--- config.mk ---
export PLATFORM = sky130hd
export DESIGN_NAME = c2c_mem_arbiter
export DESIGN_NICKNAME = d
export VERILOG_FILES = /design/src/rtl/c2c_mem_arbiter.sv
export SDC_FILE = /design/constraint.sdc
export NUM_CORES = 1
export LEC_CHECK = 0
export ABC_CLOCK_PERIOD_IN_PS = 2250
export CAP_MARGIN = 20
export CORE_AREA = 2 2 121 123
export DETAILED_ROUTE_END_ITERATION = 10
export DIE_AREA = 0 0 123 125
export GPL_ROUTABILITY_DRIVEN = 0
export PLACE_DENSITY = 0.79
export SLEW_MARGIN = 20
export SYNTH_ARGS = -nofsm -noshare
export SYNTH_HDL_FRONTEND = slang
export SYNTH_SLANG_ARGS = --single-unit
--- constraint.sdc ---
create_clock -name clk -period 2.25 [get_ports clk]
set_input_delay 0.45 -clock clk [delete_from_list [all_inputs] [get_ports clk]]
set_output_delay 0.45 -clock clk [all_outputs]
set_load 0.005 [all_outputs]
--- src/rtl/c2c_mem_arbiter.sv ---
`default_nettype none
// -----------------------------------------------------------------------------
// c2c_mem_arbiter: round-robin share of one c2c memory port among instr read,
// data read and data write masters, with a hung-transaction watchdog. Rev 1.0
// -----------------------------------------------------------------------------
module c2c_mem_arbiter #(
  parameter int XLEN    = 32,
  parameter int TIMEOUT = 64
) (
  input  logic              clk,
  input  logic              reset_n,
  input  logic              instr_re,
  input  logic [XLEN/8-1:0] instr_sel,
  input  logic [XLEN-1:0]   instr_addr,
  output logic              instr_ack,
  output logic [31:0]       instr_data,
  input  logic              dr_re,
  input  logic [XLEN/8-1:0] dr_sel,
  input  logic [XLEN-1:0]   dr_addr,
  output logic              dr_ack,
  output logic [XLEN-1:0]   dr_data,
  input  logic              dw_we,
  input  logic [XLEN/8-1:0] dw_sel,
  input  logic [XLEN-1:0]   dw_addr,
  input  logic [XLEN-1:0]   dw_data,
  output logic              dw_ack,
  output logic              mem_re,
  output logic              mem_we,
  output logic [XLEN/8-1:0] mem_sel,
  output logic [XLEN-1:0]   mem_addr,
  output logic [XLEN-1:0]   mem_wdata,
  input  logic              mem_ack,
  input  logic [XLEN-1:0]   mem_rdata,
  output logic              bus_err
);

  localparam int            TW        = (TIMEOUT > 0) ? $clog2(TIMEOUT + 1) : 1;
  localparam logic [TW-1:0] ABORT_AT  = TW'((TIMEOUT > 0) ? TIMEOUT - 1 : 0);
  localparam logic [TW-1:0] TIMER_MAX = {TW{1'b1}};

  typedef enum logic [0:0] {IDLE = 1'b0, BUSY = 1'b1} state_t;

  state_t        state, state_nxt;
  logic [1:0]    gnt, last, pick;
  logic [2:0]    req, rot;
  logic [TW-1:0] timer;
  logic          busy, abort, finish, start;

  function automatic logic [1:0] inc3(input logic [1:0] x);
    return (x == 2'd2) ? 2'd0 : x + 2'd1;
  endfunction

  assign req = {dw_we, dr_re, instr_re};

  // rot[0] is the requester right after 'last', rot[2] is 'last' itself
  always_comb begin
    rot = req;
    case (last)
      2'd0:    rot = {req[0], req[2], req[1]};
      2'd1:    rot = {req[1], req[0], req[2]};
      default: rot = req;
    endcase
  end

  assign pick   = rot[0] ? inc3(last) : (rot[1] ? inc3(inc3(last)) : last);
  assign busy   = (state == BUSY);
  assign abort  = (TIMEOUT > 0) && busy && !mem_ack && (timer == ABORT_AT);
  assign finish = busy && (mem_ack || abort);
  assign start  = !busy && (req != 3'b000);

  always_ff @(posedge clk or negedge reset_n) begin
    if (!reset_n) state <= IDLE;
    else          state <= state_nxt;
  end

  always_comb begin
    state_nxt = state;
    case (state)
      IDLE:    if (start)  state_nxt = BUSY;
      BUSY:    if (finish) state_nxt = IDLE;
      default: state_nxt = IDLE;
    endcase
  end

  always_ff @(posedge clk or negedge reset_n) begin
    if (!reset_n) begin
      gnt       <= 2'd0;
      last      <= 2'd2;
      mem_re    <= 1'b0;
      mem_we    <= 1'b0;
      mem_sel   <= '0;
      mem_addr  <= '0;
      mem_wdata <= '0;
      timer     <= '0;
    end else if (start) begin
      gnt    <= pick;
      last   <= pick;
      timer  <= '0;
      mem_re <= (pick != 2'd2);
      mem_we <= (pick == 2'd2);
      case (pick)
        2'd0: begin
          mem_sel   <= instr_sel;
          mem_addr  <= instr_addr;
          mem_wdata <= '0;
        end
        2'd1: begin
          mem_sel   <= dr_sel;
          mem_addr  <= dr_addr;
          mem_wdata <= '0;
        end
        default: begin
          mem_sel   <= dw_sel;
          mem_addr  <= dw_addr;
          mem_wdata <= dw_data;
        end
      endcase
    end else if (finish) begin
      mem_re <= 1'b0;
      mem_we <= 1'b0;
    end else if (busy && (timer != TIMER_MAX)) begin
      timer <= timer + TW'(1);
    end
  end

  // Responses route straight through to the granted master; an abort zeroes data
  assign instr_ack  = finish && (gnt == 2'd0);
  assign dr_ack     = finish && (gnt == 2'd1);
  assign dw_ack     = finish && (gnt == 2'd2);
  assign instr_data = (busy && !abort && gnt == 2'd0) ? mem_rdata[31:0] : 32'd0;
  assign dr_data    = (busy && !abort && gnt == 2'd1) ? mem_rdata : '0;
  assign bus_err    = abort;

endmodule
`default_nettype wire

* Yosys cells after proc, flatten, opt, wreduce, memory -nomap -nowiden
Cells that the tools add are included.
** Storage, ports and cells
- Register bits after elaboration :: 82
- Input bits :: 178
- Output and inout bits :: 138
- Word-level logic and storage cells :: 66
** Cells by class
- Add/subtract/negate cells :: 3
- Eq/ne operators :: 11
- Muxes and demuxes :: 19
- Bitwise logic cells :: 1
- Reduce and logical (&&, ||, !) cells :: 23
** Operators with widths (number)
- $mux W32 :: 3
- $pmux W32 S2 :: 1
- $mux W7 :: 3
- $logic_and A1 B1 Y1 :: 11
- $eq A2 B2 Y1 const B :: 4
- $mux W2 :: 4
- $pmux W4 S2 :: 1
- $add A7 B1 Y7 const B :: 1
- $eq A7 B6 Y1 const B :: 1
- $ne A7 B7 Y1 const B :: 1
- $eq A2 B1 Y1 const B :: 3
- $logic_not A2 Y1 :: 3
- $mux W1 :: 5
- $add A2 B1 Y2 const B :: 2
- $pmux W2 S2 :: 1
- $reduce_bool A2 Y1 :: 2
- $logic_not A1 Y1 :: 3
- $reduce_bool A3 Y1 :: 1
- $ne A2 B1 Y1 const B :: 1
- $ne A2 B2 Y1 const B :: 1
- $pmux W1 S2 :: 1
- $reduce_and A2 Y1 :: 1
- $reduce_or A2 Y1 :: 1
- $logic_or A1 B1 Y1 :: 1
- $not A1 Y1 :: 1

* Logic depth before layout (Yosys ltp)
Gate-level depths: netlist (run 1).
- Word-level depth :: 9
- Gate-level depth with buffers :: 7
- Depth with buffers taken out :: 5

* Worst setup path before layout (run 1)
Ideal clock, no wire load.
- Kind :: flip-flop to output port
- Start point :: reg timer[0]
- End point :: out dr_data[10]
- Arrival :: 1.577 ns
- Setup slack :: 0.223 ns
- Stages on the path, launching flop included :: 8
- Path buffers :: 2
- Cells stage by stage :: dfrtp_1 > ha_1 > nand3_4 > nor3_2 > or3b_1 > buf_6 > buf_12 > nor2_2
** Between the ends
- Word-level cells in the longest chain between the ends :: 6
** RTL lines
- from (decl) :: line 46 : logic [TW-1:0] timer;
- from (signal assigned) :: line 122 : timer <= timer + TW'(1);
- $eq A7 B6 Y1 :: line 67 : assign abort = (TIMEOUT > 0) && busy && !mem_ack && (timer == ABORT_AT);
- $logic_and A1 B1 Y1 :: line 67
- $logic_not A1 Y1 :: line 131 : assign dr_data = (busy && !abort && gnt == 2'd1) ? mem_rdata : '0;
- $logic_and A1 B1 Y1 (2 in series) :: line 131
- $mux W32 :: line 131
- to (decl) :: line 21 : output logic [XLEN-1:0] dr_data,
No other way between the ends.

* Final worst setup path (run 1)
- Start point :: reg timer[1]
- End point :: out dr_data[24]
Same word-level chain as after synthesis.

==> flow_summary_export.csv, run 1 <==
group,metric,value,unit
detailed_routing,routedWlPerCell,17.7,µm
timing,whs,0.496,ns
grt,grt.overflow.total,0,
synth,async_flop_share,1.00,
floorplan,die_h,125,µm
setup_path,cp_data_required_time,1.80,ns
grt,grt_antenna_before_repair,1,
timing,final_hold_viol_count,0,
layout,synthToLayoutAreaGrowth,104,%
floorplan,die_area,15400,µm²
floorplan,initial_core_util,0.296,
detailed_routing,viasPerCell,4.95,
hold_path,min_path_cells,1,
cts,h-tree-depth,3,
cts,cts-root-buf,"clkbuf_16",
setup_path,reg2reg_slack,0.39,ns
floorplan,core-area,14200,µm²
timing,clock.fmax,0.406,GHz
power_and_ir_drop,max-vdd-ir-drop,0.346,mV
setup_path,worstPathArrival,2.01,ns
power_and_ir_drop,p_leak,3.70,nW
synth,synth_cells,461,
detailed_routing,ant_nets,0,
setup_path,slowest_stage,"or3b_4",
synth,yosysUniqueCellTypes,44,
place,portBuffers,315,
synth,synth_edf_count,0,
detailed_routing,drt_iter0_drc,223,
cts,clk_latency,0.34,ns
layout,drive_above_1_share,0.284,
grt,grt_max_degree,42,
hold_path,min-delay-start,"mem_wdata[16]",
setup_path,cp_max_fo,8,
detailed_routing,route.detailed.drc,0,
floorplan,ios,316,
run_status,violations,"negative setup slack",
setup_path,crit_type,"reg -> out",
detailed_routing,drt-pass1-iter-count,4,
setup_path,cp_slowest_stage_delay,0.44,ns
hold_path,hold_path_end,"mem_wdata[16]",
setup_path,crit_chain,"ha_4, nand3_4, nor3_4, or3b_4, buf_12, buf_12, nor2_4, buf_2",
cts,clkTransAtPathRegs,0.07,ns
timing,final-setup-viol-count,67,
synth,syn_avg_cell_area,9.11,µm²
layout,fin_cells,1006,
timing,setup_ws,-0.212,ns
layout,fillers,1165,
cts,cts_tree,"yes",
detailed_routing,vias,4978,
place,placed_cells,955,
timing,layout_worst_path_cycle_share,1.09,
setup_path,r2r_cells,10,
grt,grt_pass1_wl,26800,µm
setup_path,crit_top_cell,"buf_12",
timing,worstMarginPinSlew,0.469,ns
place,dp_slack,-0.475,ns
cts,cts_sinks,81,
synth,synth_ff_type,"dfrtp_1",
layout,fin_area,8560,µm²
timing,min_period,2.46,ns
synth,seq_area_frac_synth,0.483,
detailed_routing,finalWirelength,17800,µm
cts,clock_path_buffers,2,
timing,skew,0.00823,ns
place,dpl_cell_area,7710,µm²
synth,ys_warn_count,0,
floorplan,die_x,123,µm
layout,final-seq-area,2030,µm²
setup_path,cp-end-kind,"output pin",
synth,synth.cell_area,4200,µm²
timing,rsz0062_at_grt,"yes",
synth,synth_nets,640,
timing,slew-limit-headroom,0.686,
grt,grt_pass1_vias,5070,
timing,slew_viol_final,0,
hold_path,holdCritPathClass,"reg -> reg",
synth,ys_ff_latch,81,
setup_path,cp-start-kind,"flip-flop",
power_and_ir_drop,fin_total_pwr,0.00664,W
setup_path,r2r-end,"mem_we",
power_and_ir_drop,p_per_area,776,nW/µm²
grt,grt.total_usage,0.225,
run_status,outcome,"complete, but fails checks",
setup_path,crit_family,"simple AND/OR/NAND/NOR gates",
layout,nets,995,
floorplan,placementRows,44,
setup_path,crit_buf_inv,3,
setup_path,r2r_start,"timer[1]",
place,dp_hpwl,12200,µm
cts,cts_buffers,9,
layout,multiInputGateArea,2290,µm²
job,maxCapViolCount,0,
-- synth_stat cells (2+ instances only) --
| cell type | number | share of area |
|---|---|---|
| a22o_1 | 33 | 0.069 |
| a31oi_1 | 33 | 0.049 |
| o22ai_1 | 29 | 0.043 |
| nand2_1 | 97 | 0.087 |
| and3_1 | 2 | 0.0030 |
| o21a_1 | 3 | 0.0054 |
| nand3_1 | 2 | 0.0024 |
| nor3_1 | 3 | 0.0036 |
| o21ai_0 | 7 | 0.0083 |
| clkbuf_1 | 11 | 0.0098 |
| nor2_2 | 30 | 0.045 |
| nor3b_1 | 2 | 0.0036 |
| buf_4 | 4 | 0.0071 |
| nor2b_1 | 5 | 0.0074 |
| a22oi_1 | 7 | 0.013 |
| mux2i_1 | 8 | 0.019 |
| o21ai_1 | 9 | 0.011 |
| a31o_2 | 3 | 0.0063 |
| nor3_2 | 2 | 0.0048 |
| and2_1 | 2 | 0.0030 |
| nor2_1 | 40 | 0.036 |
| buf_12 | 3 | 0.014 |
| a311oi_1 | 2 | 0.0042 |
| a21oi_1 | 7 | 0.0083 |
| inv_1 | 2 | 0.0018 |
| dfrtp_1 | 80 | 0.48 |
| buf_2 | 17 | 0.020 |
| or3_1 | 2 | 0.0030 |
-- worst register-to-register path, delay by kind of cell, from the launching register on --
kind	cells	cell delay, ns
adders and majority gates	1	0.18
and+or+nand+nor	2	0.21
DFF	1	0.40
buffers and inverters	5	0.67
AOI/OAI and AO/OA	2	0.32
-- kinds of logic after synthesis --
family,after synthesis,synth area share
compound gates,135,0.220
flops,81,0.483
simple gates,194,0.213
mux,8,0.0191
buf+inv,41,0.0602
xor+xnor,1,0.00208
fa+ha+maj,1,0.00298
-- worst max-delay path by stage --
stage | start | end | cells after the start
finish | timer[1] | dr_data[24] | 8
CTS | timer[0] | dr_data[22] | 9
detailed placement | mem_ack | instr_data[20] | 6
global placement | mem_ack | instr_data[20] | 6
global route | timer[1] | dr_data[29] | 8
floorplan | timer[0] | dr_data[10] | 7
-- layout by cell type (no fill, tap or decap), drive strengths merged, types with 3 or more instances in the layout --
| cell | n |
|---|---|
| clkdlybuf4s50 | 245 |
| buf | 135 |
| nand2 | 98 |
| dfrtp | 80 |
| nor2 | 70 |
| a31oi | 33 |
| a22o | 33 |
| o22ai | 29 |
| o21ai | 16 |
| clkbuf | 10 |
| mux2i | 8 |
| a21oi | 7 |
| a22oi | 7 |
| inv | 6 |
| nor2b | 5 |
| nor3 | 5 |
| o21a | 3 |
| a31o | 3 |
| and3 | 3 |
| nand3 | 3 |
-- where the power goes --
group	internal, W	total, W	switching [W]
registers	0.00177	0.00199	0.000214
logic	0.00172	0.00299	0.00127
clock network	0.000997	0.00167	0.000669
total	0.00449	0.00664	0.00215
-- flip-flops by register name, summed over array words and instances (netlist names) --
name and flops:
mem_addr 32, mem_wdata 32, timer 7, mem_sel 4
gnt 2, busy 1, last 1, mem_re 1
mem_we 1
-- timing repair --
item | CTS | global route
setup buffers | 20 | 12
resized for setup | 308 | 87
endpoints found under the setup margin | 68 | 68
hold endpoints to repair | 17 | 0
pin swaps | 33 | 21
hold buffers | 1 | 0
cloned | 6 | 0
-- final cells by class --
cell class / count / area share
tap: 184 / 0.0269
clock buffer: 9 / 0.0263
multi-input combinational: 339 / 0.268
antenna: 1 / 0.000292
timing repair buffer: 383 / 0.428
sequential: 81 / 0.237
clock inverter: 7 / 0.0126
inverter: 2 / 0.000877
-- routing by layer --
| metal | share of wire | vias up | global-route usage |
|---|---|---|---|
| met2 | 0.53 | 251 | 0.415 |
| met5 | 0 | - | 0 |
| met4 | 0.037 | 0 | 0.0922 |
| met1 | 0.35 | 2336 | 0.243 |
| met3 | 0.080 | 41 | 0.0506 |
| li1 | - | 2350 | - |
-- through the flow --
step,TNS (ns),util
after floorplan,0,-
after CTS,-14.24,0.582
after global placement,-23.66,0.543
after global routing,-14.51,0.603
final,-10.89,0.603
after detailed placement,-25.78,0.543
(Power assumes the default switching activity.)
==> run 2: changes to the inputs <==
--- a/config.mk
+++ b/config.mk
@@ -7,11 +7,11 @@
 export LEC_CHECK = 0
 export ABC_CLOCK_PERIOD_IN_PS = 2250
 export CAP_MARGIN = 20
-export CORE_AREA = 2 2 121 123
+export CORE_AREA = 4 4 120 122
 export DETAILED_ROUTE_END_ITERATION = 10
-export DIE_AREA = 0 0 123 125
+export DIE_AREA = 0 0 124 126
 export GPL_ROUTABILITY_DRIVEN = 0
-export PLACE_DENSITY = 0.79
+export PLACE_DENSITY = 0.83
 export SLEW_MARGIN = 20
 export SYNTH_ARGS = -nofsm -noshare
 export SYNTH_HDL_FRONTEND = slang
==> run 2 against run 1 <==
  * The flow still finishes with violations (negative setup slack)
  * Sequential power barely moved
  * Die area increased by 1.6%
  * Worst setup slack improved by 0.052 ns
  * Design area decreased by 3.7%
  * Utilization grew 2.2 points
  * Critical endpoint is now dr_data[12]
==> flow_summary_export.csv, run 2 (synthesized netlist as in run 1, its figures left out) <==
group,metric,value,unit
floorplan,die_area,15600,µm²
detailed_routing,ant_nets,0,
run_status,violations,"negative setup slack",
layout,fillers,1071,
layout,diodes,0,
place,portBuffers,315,
floorplan,die_h,126,µm
run_status,outcome,"complete, but fails checks",
grt,grt_max_degree,42,
setup_path,cp_max_fo,8,
cts,h-tree-depth,3,
setup_path,crit_chain,"ha_2, nand3_4, nor3_4, or3b_4, buf_6, buf_12, nor2_2, buf_2",
place,dp_hpwl,12800,µm
setup_path,r2r_start,"timer[1]",
cts,cts-root-buf,"clkbuf_16",
detailed_routing,drt_iter0_drc,197,
layout,final-seq-area,2030,µm²
power_and_ir_drop,p_per_area,759,nW/µm²
cts,clock_path_buffers,2,
layout,final_cell_mix,"clkdlybuf4s50_1, nand2_1, dfrtp_1",
layout,fin_area,8240,µm²
setup_path,worstPathArrival,1.96,ns
layout,nets,978,
setup_path,reg2reg_slack,0.32,ns
timing,setup_ws,-0.160,ns
place,dpl_cell_area,7710,µm²
timing,clock.fmax,0.415,GHz
grt,grt.total_usage,0.215,
hold_path,holdCritPathClass,"reg -> reg",
setup_path,cp_slowest_stage_delay,0.39,ns
hold_path,hold_path_end,"mem_wdata[5]",
timing,rsz0062_at_grt,"yes",
setup_path,cp_data_required_time,1.80,ns
timing,tns,-7.43,ns
cts,cts_buffers,9,
power_and_ir_drop,max-vdd-ir-drop,0.459,mV
setup_path,cp-end-kind,"output pin",
floorplan,initial_core_util,0.319,
timing,min_period,2.41,ns
detailed_routing,routedWlPerCell,18.1,µm
job,maxCapViolCount,0,
cts,clkTransAtPathRegs,0.06,ns
power_and_ir_drop,p_leak,3.56,nW
timing,final_hold_viol_count,0,
setup_path,r2r-end,"mem_we",
hold_path,min-delay-start,"mem_wdata[5]",
timing,slew_viol_final,0,
grt,grt_pass1_vias,4894,
cts,cts_sinks,81,
cts,clk_latency,0.35,ns
timing,worstMarginPinSlew,0.481,ns
layout,top_regs,"mem_addr: 32 flops, mem_wdata: 32 flops, timer: 7 flops",
floorplan,die_x,124,µm
timing,slew-limit-headroom,0.678,
setup_path,crit_buf_inv,3,
layout,synthToLayoutAreaGrowth,96.2,%
setup_path,cp-start-kind,"flip-flop",
floorplan,placementRows,42,
hold_path,min_path_cells,1,
setup_path,r2r_cells,11,
detailed_routing,vias,4865,
timing,layout_worst_path_cycle_share,1.07,
setup_path,crit_type,"reg -> out",
grt,grt_pass1_wl,25900,µm
setup_path,slowest_stage,"dfrtp_1",
detailed_routing,viasPerCell,4.96,
setup_path,crit_family,"simple AND/OR/NAND/NOR gates",
timing,whs,0.498,ns
layout,drive_above_1_share,0.266,
floorplan,core-area,13200,µm²
layout,multiInputGateArea,2260,µm²
detailed_routing,finalWirelength,17700,µm
setup_path,critPathLaunch,"timer[1]",
detailed_routing,route.detailed.drc,0,
grt,grt_antenna_before_repair,0,
cts,cts_tree,"yes",
grt,grt.overflow.total,0,
layout,final_common_cell,"clkdlybuf4s50_1",
floorplan,ios,316,
detailed_routing,drt-pass1-iter-count,4,
timing,final-setup-viol-count,66,
timing,skew,0.0130,ns
run 2: cell count changes in the layout (fill, tap and decap cells not counted), moves of 2 or more:
cell and delta:
nor2_4 -4, nor2_2 +3, buf_6 -11, buf_2 +2, buf_8 -6
run 2: layer usage:
layer	share of wire	track usage	vias up	wire length [µm]
met5	0	0	-	0
li1	-	-	2320	-
met2	0.54	0.396	202	9480
met1	0.35	0.227	2310	6130
met3	0.093	0.0682	33	1640
met4	0.026	0.0786	0	457
run 2: cell type report:
type / instances / share of cell area
repair buffers: 366 / 0.415
multi-input cells: 339 / 0.274
flip-flops and latches: 81 / 0.246
clock buffers: 9 / 0.0273
well taps: 176 / 0.0267
clock inverters: 7 / 0.0103
inverters: 2 / 0.000911
run 2: repair_timing:
item | in CTS | in global routing
hold endpoints to repair | 20 | 0
gates cloned | 6 | 0
setup endpoints to repair | 68 | 68
buffers inserted | 9 | 6
pin swaps | 38 | 5
resized for setup | 309 | 65
hold buffers | 1 | 0
run 2: worst max path at each step:
stage | to | cells after the start
floorplan | dr_data[10] | 7
global placement | dr_data[17] | 6
detailed placement | dr_data[23] | 6
CTS | dr_data[23] | 9
global route | dr_data[31] | 8
finish | dr_data[12] | 8
run 2: metrics by stage:
| stage | cells | worst slack, ns | util | total power (W) |
|---|---|---|---|---|
| 3_3_place_gp | 948 | -0.478 | 0.585 | 0.00443 |
| 3_5_place_dp | 948 | -0.545 | 0.585 | 0.00448 |
| 2_1_floorplan | 461 | 0.223 | - | 0.00296 |
| 5_1_grt | 980 | -0.228 | 0.625 | 0.00659 |
| 4_1_cts | 980 | -0.298 | 0.612 | 0.00627 |
| 6_report | 980 | -0.160 | 0.625 | 0.00626 |
run 2: power by group:
part,leakage (nW),switching (W),internal [W]
combinational,2.41,0.00122,0.00154
sequential,1.00,0.000190,0.00177
clock,0.146,0.000656,0.000883
==> run 3: changes to the inputs <==
==> constraint.sdc (replaced) <==
create_clock -name clk -period 2.25 [get_ports clk]
set_input_delay 0.45 -clock clk [delete_from_list [all_inputs] [get_ports clk]]
set_output_delay 0.45 -clock clk [all_outputs]
set_load 0.05 [all_outputs]
==> run 3 against run 2 <==
  * The flow still finishes with violations (negative setup slack)
  * Flip-flop and latch count is the same
  * Critical endpoint is now dr_data[0]
  * Die area stayed put
  * First-iteration DRC count up 4.1%
==> flow_summary_export.csv, run 3 (synthesized netlist as in run 1, its figures left out) <==
group,metric,value,unit
detailed_routing,vias,4951,
cts,clkTransAtPathRegs,0.06,ns
setup_path,r2r-end,"timer[2]",
floorplan,die_x,124,µm
floorplan,die_area,15600,µm²
detailed_routing,routedWlPerCell,19.6,µm
cts,cts_sinks,81,
layout,diodes,0,
timing,layout_worst_path_cycle_share,1.11,
cts,cts_tree,"yes",
cts,clk_latency,0.33,ns
setup_path,r2r_cells,5,
hold_path,holdCritPathClass,"in -> async",
power_and_ir_drop,p_per_area,899,nW/µm²
run_status,outcome,"complete, but fails checks",
timing,rsz0062_at_grt,"yes",
detailed_routing,finalWirelength,19000,µm
detailed_routing,route.detailed.drc,0,
timing,min_period,2.49,ns
timing,tns,-11.96,ns
floorplan,initial_core_util,0.319,
detailed_routing,viasPerCell,5.11,
timing,worstMarginPinSlew,0.571,ns
setup_path,crit_type,"reg -> out",
grt,grt.overflow.total,0,
layout,multiInputGateArea,2370,µm²
layout,final_cell_mix,"clkdlybuf4s50_1, nand2_1, buf_12",
layout,final-seq-area,2030,µm²
layout,synthToLayoutAreaGrowth,122,%
floorplan,ios,316,
setup_path,cp_data_required_time,1.80,ns
detailed_routing,drt-pass1-iter-count,4,
layout,fillers,925,
grt,grt_pass1_wl,28700,µm
power_and_ir_drop,p_leak,3.74,nW
layout,nets,968,
cts,cts_buffers,9,
timing,slew_viol_final,0,
timing,slew-limit-headroom,0.618,
layout,final_common_cell,"clkdlybuf4s50_1",
setup_path,worstPathArrival,2.04,ns
cts,cts-root-buf,"clkbuf_16",
layout,top_regs,"mem_addr: 32 flops, mem_wdata: 32 flops, timer: 7 flops",
place,dp_hpwl,14800,µm
detailed_routing,drt_iter0_drc,205,
detailed_routing,ant_nets,0,
setup_path,r2r_start,"timer[0]",
timing,setup_ws,-0.240,ns
layout,drive_above_1_share,0.262,
floorplan,placementRows,42,
place,portBuffers,315,
cts,h-tree-depth,3,
floorplan,core-area,13200,µm²
setup_path,cp-start-kind,"flip-flop",
timing,final-setup-viol-count,67,
grt,grt.total_usage,0.233,
setup_path,cp_max_fo,9,
power_and_ir_drop,max-vdd-ir-drop,0.586,mV
timing,final_hold_viol_count,0,
grt,grt_pass1_vias,5424,
job,maxCapViolCount,0,
timing,clock.fmax,0.402,GHz
grt,grt_max_degree,43,
cts,clock_path_buffers,2,
timing,skew,0.00680,ns
layout,final_util,0.707,
grt,grt_antenna_before_repair,0,
setup_path,cp-end-kind,"output pin",
cts,postCtsHoldBufs,0,
setup_path,reg2reg_slack,0.51,ns
run_status,violations,"negative setup slack",
floorplan,die_h,126,µm
==> run 3: cell count changes in the layout (fill, tap and decap cells not counted), moves of 4 or more <==
| cell | previous run | this run |
|---|---|---|
| nor2_2 | 22 | 2 |
| nor2_1 | 8 | 4 |
| buf_6 | 6 | 2 |
| buf_12 | 12 | 81 |
| buf_2 | 65 | 0 |
| buf_4 | 33 | 24 |
| nor2_4 | 40 | 64 |
==> run 3: report_power, final <==
part	switching, W	total, W	internal [W]
clock	0.000593	0.00168	0.00109
sequential	0.000214	0.00199	0.00177
combinational	0.00280	0.00472	0.00193
total	0.00360	0.00839	0.00479
==> run 3: repair_timing <==
| action | 4_1_cts | 5_1_grt |
|---|---|---|
| cloned | 3 | 1 |
| pin swaps | 6 | 18 |
| endpoints found under the setup margin | 67 | 67 |
| resized for setup | 12 | 2 |
| setup buffers | 3 | 0 |
==> run 3: layout make-up <==
class	count	area share
Tap cell	176	0.0236
Sequential cell	81	0.217
Timing Repair Buffer	356	0.468
Clock inverter	6	0.0123
Clock buffer	9	0.0241
Multi-Input combinational cell	339	0.254
Inverter	2	0.000805
==> run 3: metal layers <==
| metal | track usage | share of wire |
|---|---|---|
| met3 | 0.0691 | 0.092 |
| met1 | 0.255 | 0.36 |
| met4 | 0.0857 | 0.032 |
| met2 | 0.421 | 0.52 |
| met5 | 0 | 0 |
==> run 3: worst max path at each step <==
stage,startpoint,endpoint,slack [ns]
global route,timer[0],dr_data[0],-0.28
global placement,mem_ack,instr_data[31],-0.27
floorplan,timer[0],dw_ack,-0.43
detailed placement,mem_ack,instr_data[31],-0.31
finish,timer[0],dr_data[0],-0.24
CTS,timer[0],instr_data[1],-0.26
==> run 3: worst max-delay path, cell delays in order, from the launching register on <==
cell	delay [ns]
dfrtp_1	0.40
ha_2	0.22
nand3_4	0.08
nor3_2	0.05
or3b_4	0.47
buf_12	0.20
nor2_4	0.13
buf_12	0.14
==> run 3: metrics by stage <==
step | setup WS (ns) | instance area [µm²] | hold WS [ns] | cells | total power [W]
floorplan | -0.426 | 4600 | 0.154 | 461 | 0.00463
global placement | -0.271 | 8820 | 0.460 | 948 | 0.00649
detailed placement | -0.305 | 8820 | 0.460 | 948 | 0.00660
CTS | -0.261 | 9330 | 0.104 | 969 | 0.00847
global route | -0.283 | 9330 | 0.127 | 969 | 0.00874
finish | -0.240 | 9330 | 0.0941 | 969 | 0.00839
